File: config.mk
export PLATFORM = sky130hd
export DESIGN_NAME = fifo_rd_ctrl
export DESIGN_NICKNAME = d
export VERILOG_FILES = /design/src/rtl/fifo_pkg.sv /design/src/rtl/fifo_rd_skid.sv /design/src/rtl/fifo_rd_ctrl.sv
export SDC_FILE = /design/constraint.sdc
export NUM_CORES = 1
export LEC_CHECK = 0
export BUFFER_PORTS_ARGS = -buffer_cell sky130_fd_sc_hd__buf_4
export CAP_MARGIN = 20
export CORE_ASPECT_RATIO = 0.6
export CORE_MARGIN = 2
export CORE_UTILIZATION = 50
export DETAILED_ROUTE_END_ITERATION = 6
export HOLD_SLACK_MARGIN = 0.15
export MAX_ROUTING_LAYER = met4
export PLACE_DENSITY = 0.73
export SLEW_MARGIN = 20
export SYNTH_ARGS = -nofsm -noshare
export SYNTH_HDL_FRONTEND = slang
export SYNTH_SLANG_ARGS = --single-unit
File: constraint.sdc
create_clock -name I_CLK -period 3.8 [get_ports I_CLK]
set_input_delay 1.14 -clock I_CLK [delete_from_list [all_inputs] [get_ports I_CLK]]
set_output_delay 1.14 -clock I_CLK [all_outputs]
set_load 0.02 [all_outputs]
File: src/rtl/fifo_pkg.sv
// Shared definitions for the FIFO controllers: buffer occupancy encoding,
// pointer-width helper and the memory-level computation.
package fifo_pkg;

  // Widest pointer the level helper handles; pointers are zero-extended into it.
  localparam int FIFO_PTR_MAX_W = 32;

  // Output-buffer occupancy; the encoding equals the number of words held.
  typedef enum logic [1:0] {
    OCC_B0 = 2'd0,
    OCC_B1 = 2'd1,
    OCC_B2 = 2'd2
  } occ_t;

  // Pointers carry one wrap bit above the address bits.
  function automatic int fifo_ptr_w(input int aw);
    return aw + 1;
  endfunction

  // Words between read and write pointer, modulo 2^ptr_w.
  function automatic logic [FIFO_PTR_MAX_W-1:0] fifo_level(
    input logic [FIFO_PTR_MAX_W-1:0] wr_ptr,
    input logic [FIFO_PTR_MAX_W-1:0] rd_ptr,
    input int                        ptr_w
  );
    logic [FIFO_PTR_MAX_W-1:0] mask;
    mask = (FIFO_PTR_MAX_W'(1) << ptr_w) - FIFO_PTR_MAX_W'(1);
    return (wr_ptr - rd_ptr) & mask;
  endfunction

  // Number of words buffered for a given occupancy state.
  function automatic logic [1:0] occ_words(input occ_t s);
    logic [1:0] n;
    case (s)
      OCC_B1:  n = 2'd1;
      OCC_B2:  n = 2'd2;
      default: n = 2'd0;
    endcase
    return n;
  endfunction

endpackage

File: src/rtl/fifo_rd_skid.sv
// Two-entry head/skid output buffer for the FIFO read controller.
// Head always holds the oldest word; skid catches a fetch made while the
// consumer stalls so one word per cycle is sustained with registered outputs.
module fifo_rd_skid
  import fifo_pkg::*;
#(
  parameter int DW = 32
) (
  input  logic          I_CLK,
  input  logic          I_RST_N,
  input  logic          I_FETCH,
  input  logic [DW-1:0] I_FETCH_DATA,
  input  logic          I_READY,
  output logic          O_VALID,
  output logic [DW-1:0] O_DATA,
  output occ_t          O_STATE
);

  occ_t          state_q, state_d;
  logic          valid_q, valid_d;
  logic [DW-1:0] head_q, skid_q;
  logic          pop;
  logic          head_ld, head_from_skid, skid_ld;

  // Next occupancy and buffer load controls; unused encodings fall back to empty.
  always_comb begin
    pop            = valid_q & I_READY;
    state_d        = state_q;
    head_ld        = 1'b0;
    head_from_skid = 1'b0;
    skid_ld        = 1'b0;
    case (state_q)
      OCC_B0: begin
        if (I_FETCH) begin
          head_ld = 1'b1;
          state_d = OCC_B1;
        end
      end
      OCC_B1: begin
        case ({I_FETCH, pop})
          2'b10: begin
            skid_ld = 1'b1;
            state_d = OCC_B2;
          end
          2'b01: state_d = OCC_B0;
          2'b11: head_ld = 1'b1;
          default: ;
        endcase
      end
      OCC_B2: begin
        if (pop) begin
          head_ld        = 1'b1;
          head_from_skid = 1'b1;
          if (I_FETCH) skid_ld = 1'b1;
          else         state_d = OCC_B1;
        end
      end
      default: state_d = OCC_B0;
    endcase
    valid_d = (state_d != OCC_B0);
  end

  // Occupancy, valid flag and the two data slots.
  always_ff @(posedge I_CLK or negedge I_RST_N) begin
    if (!I_RST_N) begin
      state_q <= OCC_B0;
      valid_q <= 1'b0;
      head_q  <= '0;
      skid_q  <= '0;
    end else begin
      state_q <= state_d;
      valid_q <= valid_d;
      if (head_ld) head_q <= head_from_skid ? skid_q : I_FETCH_DATA;
      if (skid_ld) skid_q <= I_FETCH_DATA;
    end
  end

  assign O_VALID = valid_q;
  assign O_DATA  = head_q;
  assign O_STATE = state_q;

endmodule

File: src/rtl/fifo_rd_ctrl.sv
// FIFO read-side controller: owns the read pointer, addresses the memory's
// asynchronous read port and feeds a registered valid/ready stream through
// a 2-entry output buffer.
// Optional feature macro: FIFO_RD_ALMOST_EMPTY_EN adds O_ALMOST_EMPTY and
// the AE_THRESH parameter.
module fifo_rd_ctrl
  import fifo_pkg::*;
#(
  parameter int DW = 32,
  parameter int AW = 4
`ifdef FIFO_RD_ALMOST_EMPTY_EN
  ,
  parameter int AE_THRESH = 2
`endif
) (
  input  logic        I_CLK,
  input  logic        I_RST_N,
  input  logic [AW:0] I_WR_PTR,
  output logic [AW:0] O_RD_PTR,
  output logic [AW-1:0] O_RD_ADDR,
  input  logic [DW-1:0] I_RD_DATA,
  output logic        O_VALID,
  input  logic        I_READY,
  output logic [DW-1:0] O_DATA,
  output logic        O_EMPTY
`ifdef FIFO_RD_ALMOST_EMPTY_EN
  ,
  output logic        O_ALMOST_EMPTY
`endif
);

  localparam int PW = fifo_ptr_w(AW);

  logic [PW-1:0] rd_ptr_q;
  logic [PW-1:0] level;
  logic          mem_empty;
  logic          pop;
  logic          fetch;
  occ_t          occ;

  assign level     = PW'(fifo_level(FIFO_PTR_MAX_W'(I_WR_PTR), FIFO_PTR_MAX_W'(rd_ptr_q), PW));
  assign mem_empty = (level == '0);
  assign pop       = O_VALID & I_READY;
  // A word is pulled whenever memory has one and the buffer has room after this cycle's pop.
  assign fetch     = ~mem_empty & ((occ != OCC_B2) | pop);

  // Read pointer advances on every fetch; wrap bit flips as the address wraps.
  always_ff @(posedge I_CLK or negedge I_RST_N) begin
    if (!I_RST_N) rd_ptr_q <= '0;
    else if (fetch) rd_ptr_q <= rd_ptr_q + PW'(1);
  end

  assign O_RD_PTR  = rd_ptr_q;
  assign O_RD_ADDR = rd_ptr_q[AW-1:0];

  fifo_rd_skid #(
    .DW (DW)
  ) u_skid (
    .I_CLK        (I_CLK),
    .I_RST_N      (I_RST_N),
    .I_FETCH      (fetch),
    .I_FETCH_DATA (I_RD_DATA),
    .I_READY      (I_READY),
    .O_VALID      (O_VALID),
    .O_DATA       (O_DATA),
    .O_STATE      (occ)
  );

  assign O_EMPTY = (occ == OCC_B0) & mem_empty;

`ifdef FIFO_RD_ALMOST_EMPTY_EN
  logic [PW:0] ae_total;
  // Words still to be delivered: memory level plus buffered words.
  always_comb begin
    ae_total       = {1'b0, level} + (PW+1)'(occ_words(occ));
    O_ALMOST_EMPTY = (ae_total <= (PW+1)'(AE_THRESH));
  end
`endif

endmodule

# [Word-level counts from Yosys, hierarchy flattened]
# Index checks and enable logic that the tools add are counted.
[classes] n_addsub=2 n_eq_ne=6 n_mux=14 bitwise=5 reduce_logical=3
[op_table] operator="$mux 32" count=1
[op_table] operator="$eq 2x2->1 const B" count=3
[op_table] operator="$mux 1" count=6
[op_table] operator="$mux 2" count=3
[op_table] operator="$pmux 2 s3" count=1
[op_table] operator="$add 5x1->5 const B" count=1
[op_table] operator="$logic_not 5->1" count=1
[op_table] operator="$sub 5x5->5" count=1
[op_table] operator="$eq 2x1->1 const B" count=2
[op_table] operator="$pmux 2 s2" count=1
[op_table] operator="$and 1x1->1" count=3
[op_table] operator="$pmux 1 s3" count=1
[op_table] operator="$logic_not 2->1" count=1
[op_table] operator="$ne 2x2->1 const B" count=1
[op_table] operator="$pmux 1 s2" count=1
[op_table] operator="$reduce_bool 2->1" count=1
[op_table] operator="$not 1->1" count=1
[op_table] operator="$or 1x1->1" count=1
[word_totals] register_bits=72 inputBits=40 out_inout_bits=43 elab_cells=35

# [Longest topological paths before layout]
[logic_depth] depth_word=8 mapped_depth=10 ltp_nobuf=10

# [Hierarchy]
# From an unflattened synthesis, not the netlist that was laid out.
[unflattened] hier_cells=251 hier_area_um2=3400.8
[modules_own_cells] mod="fifo_rd_skid" n_inst=1 cells_each=209 area_per_inst_um2=2944.1 seq_area_each_um2=1676.6
[modules_own_cells] mod="fifo_rd_ctrl" n_inst=1 cells_each=42 area_per_inst_um2=456.7 seq_area_each_um2=125.1

# [Worst setup path after synthesis]
# No wires, ideal clock.
[synth_timing] kind="in2reg" startpoint="input I_WR_PTR[3]" endpoint="register u_skid.skid_q[10]" t_arrival_ns=3.365 required_time_ns=3.675 setup_slack_ns=0.310 stages=9 n_path_buf=1 cell_sequence="ha_1 > nor2b_2 > o21ai_1 > a32oi_4 > ha_1 > a22o_1 > nand2_1 > buf_1 > mux2_2"
[synth_between] elab_chain_cells=7
[synth_lines] element="from (decl)" line="fifo_rd_ctrl.sv:18" text="input logic [AW:0] I_WR_PTR,"
[synth_lines] element="$sub 5x5->5 *" line="fifo_pkg.sv:28" text="return (wr_ptr - rd_ptr) & mask;"
[synth_lines] element="$logic_not 5->1 *" line="fifo_rd_ctrl.sv:42" text="assign mem_empty = (level == '0);"
[synth_lines] element="$not 1->1 *" line="fifo_rd_ctrl.sv:45" text="assign fetch = ~mem_empty & ((occ != OCC_B2) | pop);"
[synth_lines] element="$and 1x1->1 *" line="fifo_rd_ctrl.sv:45"
[synth_lines] element="via fetch" line="fifo_rd_ctrl.sv:38" text="logic fetch;"
[synth_lines] element="$eq 2x2->1 or $mux 1 (tied branches)" line="fifo_rd_skid.sv:40, fifo_rd_skid.sv:54"
[synth_lines] element="$mux 1, on equally long branches" line="fifo_rd_skid.sv:40, fifo_rd_skid.sv:51"
[synth_lines] element="$pmux 1 s2 *" line="fifo_rd_skid.sv:32" text="case (state_q)"
[synth_lines] element="to (signal assigned)" line="fifo_rd_skid.sv:69" text="skid_q <= '0;"
[synth_lines] element="to (signal assigned)" line="fifo_rd_skid.sv:74" text="if (skid_ld) skid_q <= I_FETCH_DATA;"
[synth_lines] element="to (decl)" line="fifo_rd_skid.sv:21" text="logic [DW-1:0] head_q, skid_q;"
# The timed path passes the listed nets; every way through them passes the cells marked *.
# A chain may end at the register's enable or synchronous reset.

# [Worst setup path in the final report]
[layout_timing] startpoint="input I_WR_PTR[3]" endpoint="output O_EMPTY"
[layout_between] elab_chain_cells=3
[layout_lines] element="$sub 5x5->5" line="fifo_pkg.sv:28"
[layout_lines] element="$logic_not 5->1" line="fifo_rd_ctrl.sv:42"
[layout_lines] element="$and 1x1->1" line="fifo_rd_ctrl.sv:69" text="assign O_EMPTY = (occ == OCC_B0) & mem_empty;"
[layout_lines] element="to (decl)" line="fifo_rd_ctrl.sv:25" text="output logic O_EMPTY"
# No other way between the ends.

==> flow_metrics.py <==
metrics = {
    "run_status": {
        "status": "finished clean",
    },
    "sta": {
        "slew_viol_final": 0,
        "fmax_ghz": 0.270,
        "hold_slack_ps": 500,
        "slew_headroom_pct": 41.0,
        "hold_viol": 0,
        "totalNegativeSetupSlack_ps": 0,
        "tightest_slew_ps": 886,
        "rsz0062_at_grt": "no",
        "finalCriticalPeriod_ps": 3700,
        "setup_viol": 0,
        "fin_skew_ps": 5.63,
        "setup_slack_ps": 102,
        "fin_crit_sh_pct": 97.3,
    },
    "place": {
        "place_hpwl_um": 4820,
        "dp_slack_ps": 103,
        "finalWeightedCongestion": 0.821,
        "port_buffers": 82,
    },
    "floorplanning": {
        "boundaryPins": 83,
        "die-area_um2": 7900,
        "core.rowCount": 23,
        "start_util_pct": 52.7,
        "die_h_um": 69.7,
        "fp.dieW_um": 113,
        "core_region_area_um2": 6820,
    },
    "drt": {
        "drtIter0Drc": 81,
        "drc": 0,
        "wl_per_cell_um": 16.2,
        "viasPerCell": 5.14,
        "wirelength_um": 6770,
        "vias": 2147,
        "ant_nets": 0,
        "dr.pass1.iters": 4,
    },
    "cts": {
        "cts_buffer_depth": 2,
        "cts_hold_buf": 0,
        "cts_tree": "yes",
        "cts_root_buffer": "clkbuf_16",
        "insertion_delay_ps": 330,
        "cts_resized": 0,
        "postCtsSetupRepairBufs": 0,
        "cts_sinks": 72,
        "numCtsBuffers": 9,
        "clk_pin_slew_worst_paths_ps": 50,
        "h-tree-depth": 3,
    },
    "cells_and_area": {
        "area.growth.synth_to_final_pct": 26.4,
        "regArea_um2": 1800,
        "multi_input_area_um2": 1650,
        "drive_above_1_share_pct": 61.6,
        "nets": 380,
        "diodes": 0,
        "n_fill_cell": 510,
    },
    "pwr": {
        "pwr-share-clk_pct": 15.8,
        "switching_share_pct": 34.5,
        "power_leakage_nw": 2.13,
        "combPwrFrac_pct": 52.3,
        "internal_power_w": 0.00293,
        "seq_power_share_pct": 31.9,
        "peakVddDrop_v": 0.000529,
        "switchingPower_w": 0.00154,
        "p_per_area_nw_per_um2": 986,
    },
    "critical_path": {
        "cpMostUsedCell": "buf_4",
        "slowest_stage": "ha_1",
        "critPathLaunchType": "input pin",
        "cp.required_ps": 2660,
        "worstPathMaxFanout": 4,
        "max_stage_delay_ps": 320,
        "cp.arrival_ps": 2560,
        "path_cells": "buf_4 -> ha_1 -> and2_0 -> o2111a_2 -> and3_2 -> and2_1 -> buf_4",
        "end_kind": "primary output",
        "worstSetupPathType": "in2out",
    },
    "yosys": {
        "syn-cell-area_um2": 3590,
        "yosysSeqAreaShare_pct": 50.2,
        "ys_ff_latch": 72,
        "synth.net_count": 293,
        "synth.distinct_cells": 34,
        "ys_warn_count": 0,
        "synthCells": 242,
        "avgSynthCellArea_um2": 14.8,
    },
    "global_routing": {
        "antenna_found_initial": 0,
        "grt_pass1_vias": 2254,
        "grt_first_pass_wirelength_um": 11300,
        "grt-ovfl-total": 0,
        "grt_start_max_net_pins": 73,
        "grt_use_total_pct": 19.0,
    },
    "hold_path": {
        "hold_class": "reg2reg",
    },
    "job": {
        "max_cap_violations": 0,
    },
}
[synth_stat cells, drive strengths merged]
library cell / instances / area [um2]
mux2: 96 / 1190
dfrtp: 72 / 1800
buf: 11 / 106
ha: 11 / 138
inv: 7 / 26.3
nand2: 4 / 15.0
nor2: 4 / 15.0
nor2b: 4 / 27.5
xnor2: 4 / 35.0
a21oi: 3 / 15.0
and2: 3 / 18.8
clkbuf: 3 / 11.3
nand4: 3 / 18.8
o21ai: 3 / 15.0
and3: 2 / 13.8
nand2b: 2 / 15.0
xor2: 2 / 17.5
a221oi: 1 / 8.76
a222oi: 1 / 10.0
a22o: 1 / 8.76
a31oi: 1 / 6.26
a32oi: 1 / 27.5
and2b: 1 / 7.51
o2111a: 1 / 12.5
o2bb2ai: 1 / 27.5
[cell families (layout without fill, tap and decap cells)]
group / count (synthesis) / after routing / synth area share (%)
buf+inv: 21 / 110 / 4.01
compound gates: 13 / 13 / 3.66
simple gates: 23 / 23 / 3.66
mux: 96 / 96 / 33.2
flops: 72 / 72 / 50.2
xor+xnor: 6 / 6 / 1.46
fa+ha+maj: 11 / 11 / 3.83
[routing by layer]
layer  part of all wire (%)  GRT usage [%]
met1                     50           26.8
met2                     43           25.8
met3                    5.6           5.86
met4                    1.5           7.32
met5                      0              -
[metrics by stage]
stage                     std cells  power (W)  instance area [um2]  utilization [%]
after floorplan                 242    0.00312                 3590                -
after global placement          405    0.00374                 4300             63.0
after detailed placement        405    0.00380                 4300             63.0
after CTS                       418    0.00453                 4540             66.6
after global routing            418    0.00476                 4540             66.6
final                           418    0.00448                 4540             66.6
[path summary, 6_finish.rpt]
check,cells after the start,startpoint,slack [ps],endpoint
max,7,I_WR_PTR[3],100,O_EMPTY
min,1,u_skid.skid_q[19],500,u_skid.skid_q[19]
max reg2reg,10,O_RD_PTR[3],940,u_skid.O_VALID
min reg2reg,1,u_skid.skid_q[19],500,u_skid.skid_q[19]
max in group asynchronous,1,I_RST_N,2280,u_skid.skid_q[1]
min in group asynchronous,1,I_RST_N,920,u_skid.O_DATA[23]
[power groups by stage]
stage	registers (W)	clock network [W]	logic (W)
2_1_floorplan	0.00163	0	0.00149
3_3_place_gp	0.00142	0	0.00232
3_5_place_dp	0.00144	0	0.00236
4_1_cts	0.00143	0.000726	0.00237
5_1_grt	0.00148	0.000758	0.00251
6_report	0.00143	0.000706	0.00234
[state kept, by name, indices dropped and copies added (netlist names)]
| signal | count |
|---|---|
| O_RD_PTR | 5 |
| u_skid.O_DATA | 32 |
| u_skid.O_STATE | 2 |
| u_skid.O_VALID | 1 |
| u_skid.skid_q | 32 |
[critical path, delay by kind of cell]
kind / cells / cell delay, ps
buf+inv: 2 / 260
fa+ha+maj: 1 / 320
simple gates: 3 / 550
compound gates: 1 / 280
[cell type report]
class | instances | share of cell area, %
Clock inverter | 2 | 0.220
Timing Repair Buffer | 90 | 15.7
Inverter | 7 | 0.579
Multi-Input combinational cell | 149 | 36.3
Clock buffer | 11 | 5.13
Sequential cell | 72 | 39.7
Tap cell | 87 | 2.40
[placed cells by master, fill, tap and decap left out]
master,count
nor2b_2,1
a221oi_1,1
nand2_1,4
nand2b_1,1
a31oi_1,1
dfrtp_1,72
xor2_1,2
xnor2_1,4
and2b_1,1
nor2b_1,3
o2111a_2,1
clkinv_2,2
and2_1,2
and2_0,1
o21ai_1,1
and3_2,2
buf_12,3
a22o_1,1
o2bb2ai_4,1
mux2_4,30
mux2_2,66
o21ai_0,2
buf_4,87
a21oi_1,3
clkbuf_16,9
a32oi_4,1
nor2_1,4
inv_1,7
nand2b_2,1
nand4_1,3
ha_1,11
clkbuf_1,2
a222oi_1,1
Power figures use the tool's default switching activity.
